<file path="src/rtl/nd_2to1_if.sv">
// rtl/nd_2to1_if.sv - handshake bundle between the 2-to-1 merge node and its neighbours
interface nd_2to1_if #(
  parameter int ASZ = 6,
  parameter int DSZ = 4,
  parameter int RSZ = 4
);
  localparam int MSZ = 2 * ASZ + DSZ + RSZ;

  logic           gch_ready;
  logic           rcv0_req;
  logic           rcv0_ack;
  logic [MSZ-1:0] rcv0_data;
  logic           rcv1_req;
  logic           rcv1_ack;
  logic [MSZ-1:0] rcv1_data;
  logic           snd0_req;
  logic           snd0_ack;
  logic [MSZ-1:0] snd0_data;

  // master: the surrounding network (sources and sink); slave: the node
  modport master (
    output rcv0_req, rcv0_data, rcv1_req, rcv1_data, snd0_ack,
    input  gch_ready, rcv0_ack, rcv1_ack, snd0_req, snd0_data
  );

  modport slave (
    input  rcv0_req, rcv0_data, rcv1_req, rcv1_data, snd0_ack,
    output gch_ready, rcv0_ack, rcv1_ack, snd0_req, snd0_data
  );
endinterface

</file>
<file path="src/rtl/nd_2to1.sv">
// rtl/nd_2to1.sv - two-input round-robin merge node with one message buffer per input
module nd_2to1 #(
  parameter int ASZ = 6,
  parameter int DSZ = 4,
  parameter int RSZ = 4
) (
  input  logic     gch_clk,
  input  logic     gch_reset,
  nd_2to1_if.slave bus
);
  localparam int MSZ = 2 * ASZ + DSZ + RSZ;

  typedef enum logic {R_IDLE, R_WAIT} r_state_t;
  typedef enum logic [1:0] {S_IDLE, S_REQ, S_ACK} s_state_t;

  logic           ready_q;
  r_state_t       r_state_q [2];
  r_state_t       r_state_d [2];
  logic [MSZ-1:0] mbuf_q [2];
  logic [MSZ-1:0] mbuf_d [2];
  logic [1:0]     full_q, full_d;
  s_state_t       s_state_q, s_state_d;
  logic           sel_q, sel_d;
  logic           rr_q, rr_d;
  logic [MSZ-1:0] snd_data_q, snd_data_d;

  logic [1:0]     rcv_req;
  logic [MSZ-1:0] rcv_data [2];

  assign rcv_req     = {bus.rcv1_req, bus.rcv0_req};
  assign rcv_data[0] = bus.rcv0_data;
  assign rcv_data[1] = bus.rcv1_data;

  always_ff @(posedge gch_clk) begin
    if (gch_reset) begin
      ready_q      <= 1'b0;
      r_state_q[0] <= R_IDLE;
      r_state_q[1] <= R_IDLE;
      mbuf_q[0]    <= '0;
      mbuf_q[1]    <= '0;
      full_q       <= 2'b00;
      s_state_q    <= S_IDLE;
      sel_q        <= 1'b0;
      rr_q         <= 1'b0;
      snd_data_q   <= '0;
    end else begin
      ready_q    <= 1'b1;
      r_state_q  <= r_state_d;
      mbuf_q     <= mbuf_d;
      full_q     <= full_d;
      s_state_q  <= s_state_d;
      sel_q      <= sel_d;
      rr_q       <= rr_d;
      snd_data_q <= snd_data_d;
    end
  end

  always_comb begin
    r_state_d  = r_state_q;
    mbuf_d     = mbuf_q;
    full_d     = full_q;
    s_state_d  = s_state_q;
    sel_d      = sel_q;
    rr_d       = rr_q;
    snd_data_d = snd_data_q;

    // A full buffer withholds ack, which is the only backpressure a source sees
    for (int i = 0; i < 2; i++) begin
      case (r_state_q[i])
        R_IDLE: begin
          if (rcv_req[i] && !full_q[i] && ready_q) begin
            mbuf_d[i]    = rcv_data[i];
            full_d[i]    = 1'b1;
            r_state_d[i] = R_WAIT;
          end
        end
        R_WAIT: begin
          if (!rcv_req[i]) begin
            r_state_d[i] = R_IDLE;
          end
        end
        default: r_state_d[i] = R_IDLE;
      endcase
    end

    case (s_state_q)
      S_IDLE: begin
        if (|full_q) begin
          // Pointer always ends up aimed away from whoever was just served
          sel_d      = (full_q == 2'b11) ? rr_q : full_q[1];
          rr_d       = ~sel_d;
          snd_data_d = mbuf_q[sel_d];
          s_state_d  = S_REQ;
        end
      end
      S_REQ: begin
        if (bus.snd0_ack) begin
          full_d[sel_q] = 1'b0;
          s_state_d     = S_ACK;
        end
      end
      S_ACK: begin
        if (!bus.snd0_ack) begin
          s_state_d = S_IDLE;
        end
      end
      default: s_state_d = S_IDLE;
    endcase
  end

  assign bus.gch_ready = ready_q;
  assign bus.rcv0_ack  = (r_state_q[0] == R_WAIT);
  assign bus.rcv1_ack  = (r_state_q[1] == R_WAIT);
  assign bus.snd0_req  = (s_state_q == S_REQ);
  assign bus.snd0_data = snd_data_q;
endmodule
</file>
<file path="src/flat_wrapper.sv">
// flat-port wrapper written by rule: the top's interface ports become plain ports
module nd_2to1_flat 
#(
  parameter int ASZ = 6,
  parameter int DSZ = 4,
  parameter int RSZ = 4
)
  (gch_clk, gch_reset, bus_rcv0_req, bus_rcv0_data, bus_rcv1_req, bus_rcv1_data, bus_snd0_ack, bus_gch_ready, bus_rcv0_ack, bus_rcv1_ack, bus_snd0_req, bus_snd0_data);
  nd_2to1_if #(.ASZ(ASZ), .DSZ(DSZ), .RSZ(RSZ)) bus_i ();
  input  logic gch_clk;
  input  logic gch_reset;
  input wire logic [$bits(bus_i.rcv0_req)-1:0] bus_rcv0_req;
  input wire logic [$bits(bus_i.rcv0_data)-1:0] bus_rcv0_data;
  input wire logic [$bits(bus_i.rcv1_req)-1:0] bus_rcv1_req;
  input wire logic [$bits(bus_i.rcv1_data)-1:0] bus_rcv1_data;
  input wire logic [$bits(bus_i.snd0_ack)-1:0] bus_snd0_ack;
  output wire logic [$bits(bus_i.gch_ready)-1:0] bus_gch_ready;
  output wire logic [$bits(bus_i.rcv0_ack)-1:0] bus_rcv0_ack;
  output wire logic [$bits(bus_i.rcv1_ack)-1:0] bus_rcv1_ack;
  output wire logic [$bits(bus_i.snd0_req)-1:0] bus_snd0_req;
  output wire logic [$bits(bus_i.snd0_data)-1:0] bus_snd0_data;
  assign bus_i.rcv0_req = bus_rcv0_req;
  assign bus_i.rcv0_data = bus_rcv0_data;
  assign bus_i.rcv1_req = bus_rcv1_req;
  assign bus_i.rcv1_data = bus_rcv1_data;
  assign bus_i.snd0_ack = bus_snd0_ack;
  assign bus_gch_ready = bus_i.gch_ready;
  assign bus_rcv0_ack = bus_i.rcv0_ack;
  assign bus_rcv1_ack = bus_i.rcv1_ack;
  assign bus_snd0_req = bus_i.snd0_req;
  assign bus_snd0_data = bus_i.snd0_data;
  nd_2to1 #(.ASZ(ASZ), .DSZ(DSZ), .RSZ(RSZ)) u_core (.gch_clk(gch_clk), .gch_reset(gch_reset), .bus(bus_i));
endmodule
</file>
<file path="config.mk">
export PLATFORM = sky130hd
export DESIGN_NAME = nd_2to1_flat
export DESIGN_NICKNAME = d
export VERILOG_FILES = /design/src/rtl/nd_2to1_if.sv /design/src/rtl/nd_2to1.sv /design/src/flat_wrapper.sv
export SDC_FILE = /design/constraint.sdc
export NUM_CORES = 1
export LEC_CHECK = 0
export CAP_MARGIN = 20
export CORE_MARGIN = 2
export CORE_UTILIZATION = 45
export CTS_CLUSTER_SIZE = 24
export DETAILED_ROUTE_END_ITERATION = 12
export PLACE_DENSITY = 0.74
export SLEW_MARGIN = 5
export SYNTH_ARGS = -nofsm -noshare
export SYNTH_HDL_FRONTEND = slang
export SYNTH_SLANG_ARGS = --single-unit
</file>
<file path="constraint.sdc">
create_clock -name gch_clk -period 1.9 [get_ports gch_clk]
set_input_delay 0.285 -clock gch_clk [delete_from_list [all_inputs] [get_ports gch_clk]]
set_output_delay 0.285 -clock gch_clk [all_outputs]
set_load 0.01 [all_outputs]
</file>
==> impl_results.md <==
* Worst rel slew slack at 0.511
* Yosys top cell area share at 0.514
* Max Fclk at about 0.55 GHz
* Worst slack, placed at ~0.32 ns
* Post-synth EDFFs at 0
* Sequential cell area fraction in the yosys report at 0.514
* Worst r2r src: u_core.full_q[1]$_SDFF_PP0_
* Crit Path Max Fanout at 6
* Synthesized area at between 2000 and 3000 um2
* Largest net degree at the start of global routing at 28
* Post-cts sizing count at 1
* Top cells by count, synth: nand2_1 (83), dfxtp_1 (69), a21oi_1 (43), nand3_1 (40), a31oi_1 (21)
* Vias per cell at ~5.4
* Final ANT Viol Nets at 0
* Site row count at 28
* DRC violations left at 0
* Post-route setup TNS at 0 ns
* Yosys top cell by area: dfxtp_1
* Hold Startpoint: gch_reset
* Yosys Warn Count at 0
* Critical Path Source Type: register
* Worst IR Drop VDD at approximately 0.54 mV
* Register bit total from synthesis at just under 70
* Hold-fix buffers, CTS at 0
* Hold Crit Class: in2reg
* Final #Nets at about 440
* Mean Syn Cell Area at slightly above 8 um2
* CTS tree: yes
* Worst Path Required at 1.62 ns
* Number of distinct library cells after synthesis at 28
* Cell chosen for the clock root: clkbuf_8
* Crit path kind: reg2out
* Clk_lat worst skew at between 0.3 and 0.4 ns
* Die ar. at 6610 um2
* Post-synth top flop: dfxtp_1
* FF-to-FF path depth at 3
* Die width at roughly 80 um
* Mapped Nets at 371
* Starting Density at 0.460
* Slew Viols, Final at 0
* Unrepaired setup endpoints after global routing: false
* Antenna Cells at 0
* Initial antenna violation count at 0
* IO buf count at 68
* Number of global-route vias before repair at between 2000 and 2500
* Final Util at 0.626
* Lkg Pwr at between 1 and 1.5 nW
* Synth top area cells: dfxtp_1 (51%), nand2_1 (12%), a21oi_1 (8.0%)
* Crit path capture: bus_snd0_req
* First-pass GRT wire length at 11300 um
* H-tree depth at 3
* # fillers at between 500 and 600
* Routed vias at ~2500
* Die height at 81.3 um
* Status: complete, no violations
* Share of layout cells above drive strength 1 at 0.0861
* Routed WL at between 6000 and 7000 um
* Reg clk slew, reported paths at approximately 0.070 ns
* First-pass DRT Iterations at 4
* Multi-input gate area at 1140 um2
* Gpl congestion at 0.789
* Count leader, synth: nand2_1
* Clock Path Buffers at 2
* Clock sink count at 69
* Core area at about 6000 um2
* WL/cell at 14.7 um
* CP Data Arrival Time at 1.53 ns
* Actual slew at the worst max-slew pin at ~0.73 ns
* Post-synth ARST share at 0
* Synthesis-to-finish area growth at 36.3%
* HPWL after DPL at 4760 um
* Final setup violation count at 0
* DR iter-0 viols at 159
* Post-CTS Setup Inserts at 0
* Fin crit share at 0.954
* Setup slack, reg-to-reg at between 0.4 and 0.5 ns
* Gate Count Post-Synth at between 300 and 400
* Final min period at 1.81 ns
* Total GRT Usage at 0.224
* Crit path launch: u_core.s_state_q[1]$_SDFFE_PP0P_
* GRT overflow at 0
* Number of buffers created by CTS at 9
* RR Endpoint: u_core.bus.snd0_data[17]$_SDFFE_PP0P_
* Pwr dens at 943 nW/um2
* Final WS setup at 0.0868 ns
* Hold Vio Cnt, Final at 0
* Worst clock skew at slightly above 0.008 ns
* Max-cap violations at 0
* Register Area at roughly 1400 um2
* # IOs at 69
* CP Capture Type: output port
-- cell usage in the layout (no fill, tap or decap), types with 2 or more instances in the layout --
cell,n
nor2_1,3
buf_12,2
bufinv_16,3
nand3_1,40
nand2b_1,3
dfxtp_1,69
nand4bb_1,2
buf_4,10
nor3b_4,2
a21oi_1,43
clkbuf_8,10
o21ai_1,20
clkdlybuf4s50_1,67
a31oi_1,21
inv_1,2
nand2_1,83
clkinvlp_4,2
-- power breakdown --
part           internal, mW  switching [mW]  total (mW)
Combinational         0.212           0.230       0.442
Sequential             1.51          0.0461        1.56
Clock                 0.905           0.548        1.45
Total                  2.63           0.824        3.45
-- final cells by class --
| cell class | instances | share of cell area |
|---|---|---|
| timing repair buffer | 80 | 0.216 |
| multi-input combinational | 228 | 0.312 |
| tap | 75 | 0.0256 |
| sequential | 69 | 0.377 |
| clock buffer | 10 | 0.0376 |
| clock inverter | 6 | 0.0300 |
| inverter | 2 | 0.00205 |
-- sequential cells by signal (all words and copies together), names as in the netlist --
name                  cells
u_core.bus.rcv0_ack       1
u_core.bus.snd0_data     20
u_core.mbuf_q            40
u_core.bus.rcv1_ack       1
u_core.s_state_q          2
u_core.bus.gch_ready      1
u_core.rr_q               1
u_core.sel_q              1
u_core.full_q             2
-- cells by family after synthesis --
| kind of cell | Yosys count | share of synthesized area |
|---|---|---|
| xor+xnor | 1 | 0.00326 |
| flops | 69 | 0.514 |
| simple gates | 139 | 0.243 |
| buf+inv | 29 | 0.0619 |
| compound gates | 88 | 0.178 |
-- critical path, cell delays in order, from the launching register on --
cell and delay [ns]:
dfxtp_1 0.41, nor2b_2 0.21, clkdlybuf4s50_1 0.58
-- stage by stage --
step           std cells  area (um2)  hold WS (ns)  power, mW
2_1_floorplan        326        2690         0.366       1.84
3_3_place_gp         454        3410         0.421       2.02
3_5_place_dp         454        3410         0.432       2.03
4_1_cts              470        3660         0.375       3.48
5_1_grt              470        3660         0.413       3.59
6_report             470        3660         0.403       3.45
-- worst min-delay path by stage --
stage                                              end  slack, ns  cells after the start
after floorplan           u_core.bus.gch_ready$_DFF_P_       0.37                      1
after global placement     u_core.full_q[1]$_SDFF_PP0_       0.42                      1
after detailed placement   u_core.full_q[1]$_SDFF_PP0_       0.43                      1
after CTS                 u_core.bus.gch_ready$_DFF_P_       0.38                      2
after global routing         u_core.sel_q$_SDFFE_PP0P_       0.41                      2
final                     u_core.bus.gch_ready$_DFF_P_       0.40                      2
-- routing by layer --
layer / vias to the layer above / share of wire / track usage
met5: - / 0 / 0
met3: 12 / 0.057 / 0.0433
li1: 1253 / - / -
met2: 87 / 0.47 / 0.374
met1: 1184 / 0.45 / 0.277
met4: 0 / 0.022 / 0.108
Note: power is estimated with default switching activity, not from simulation.
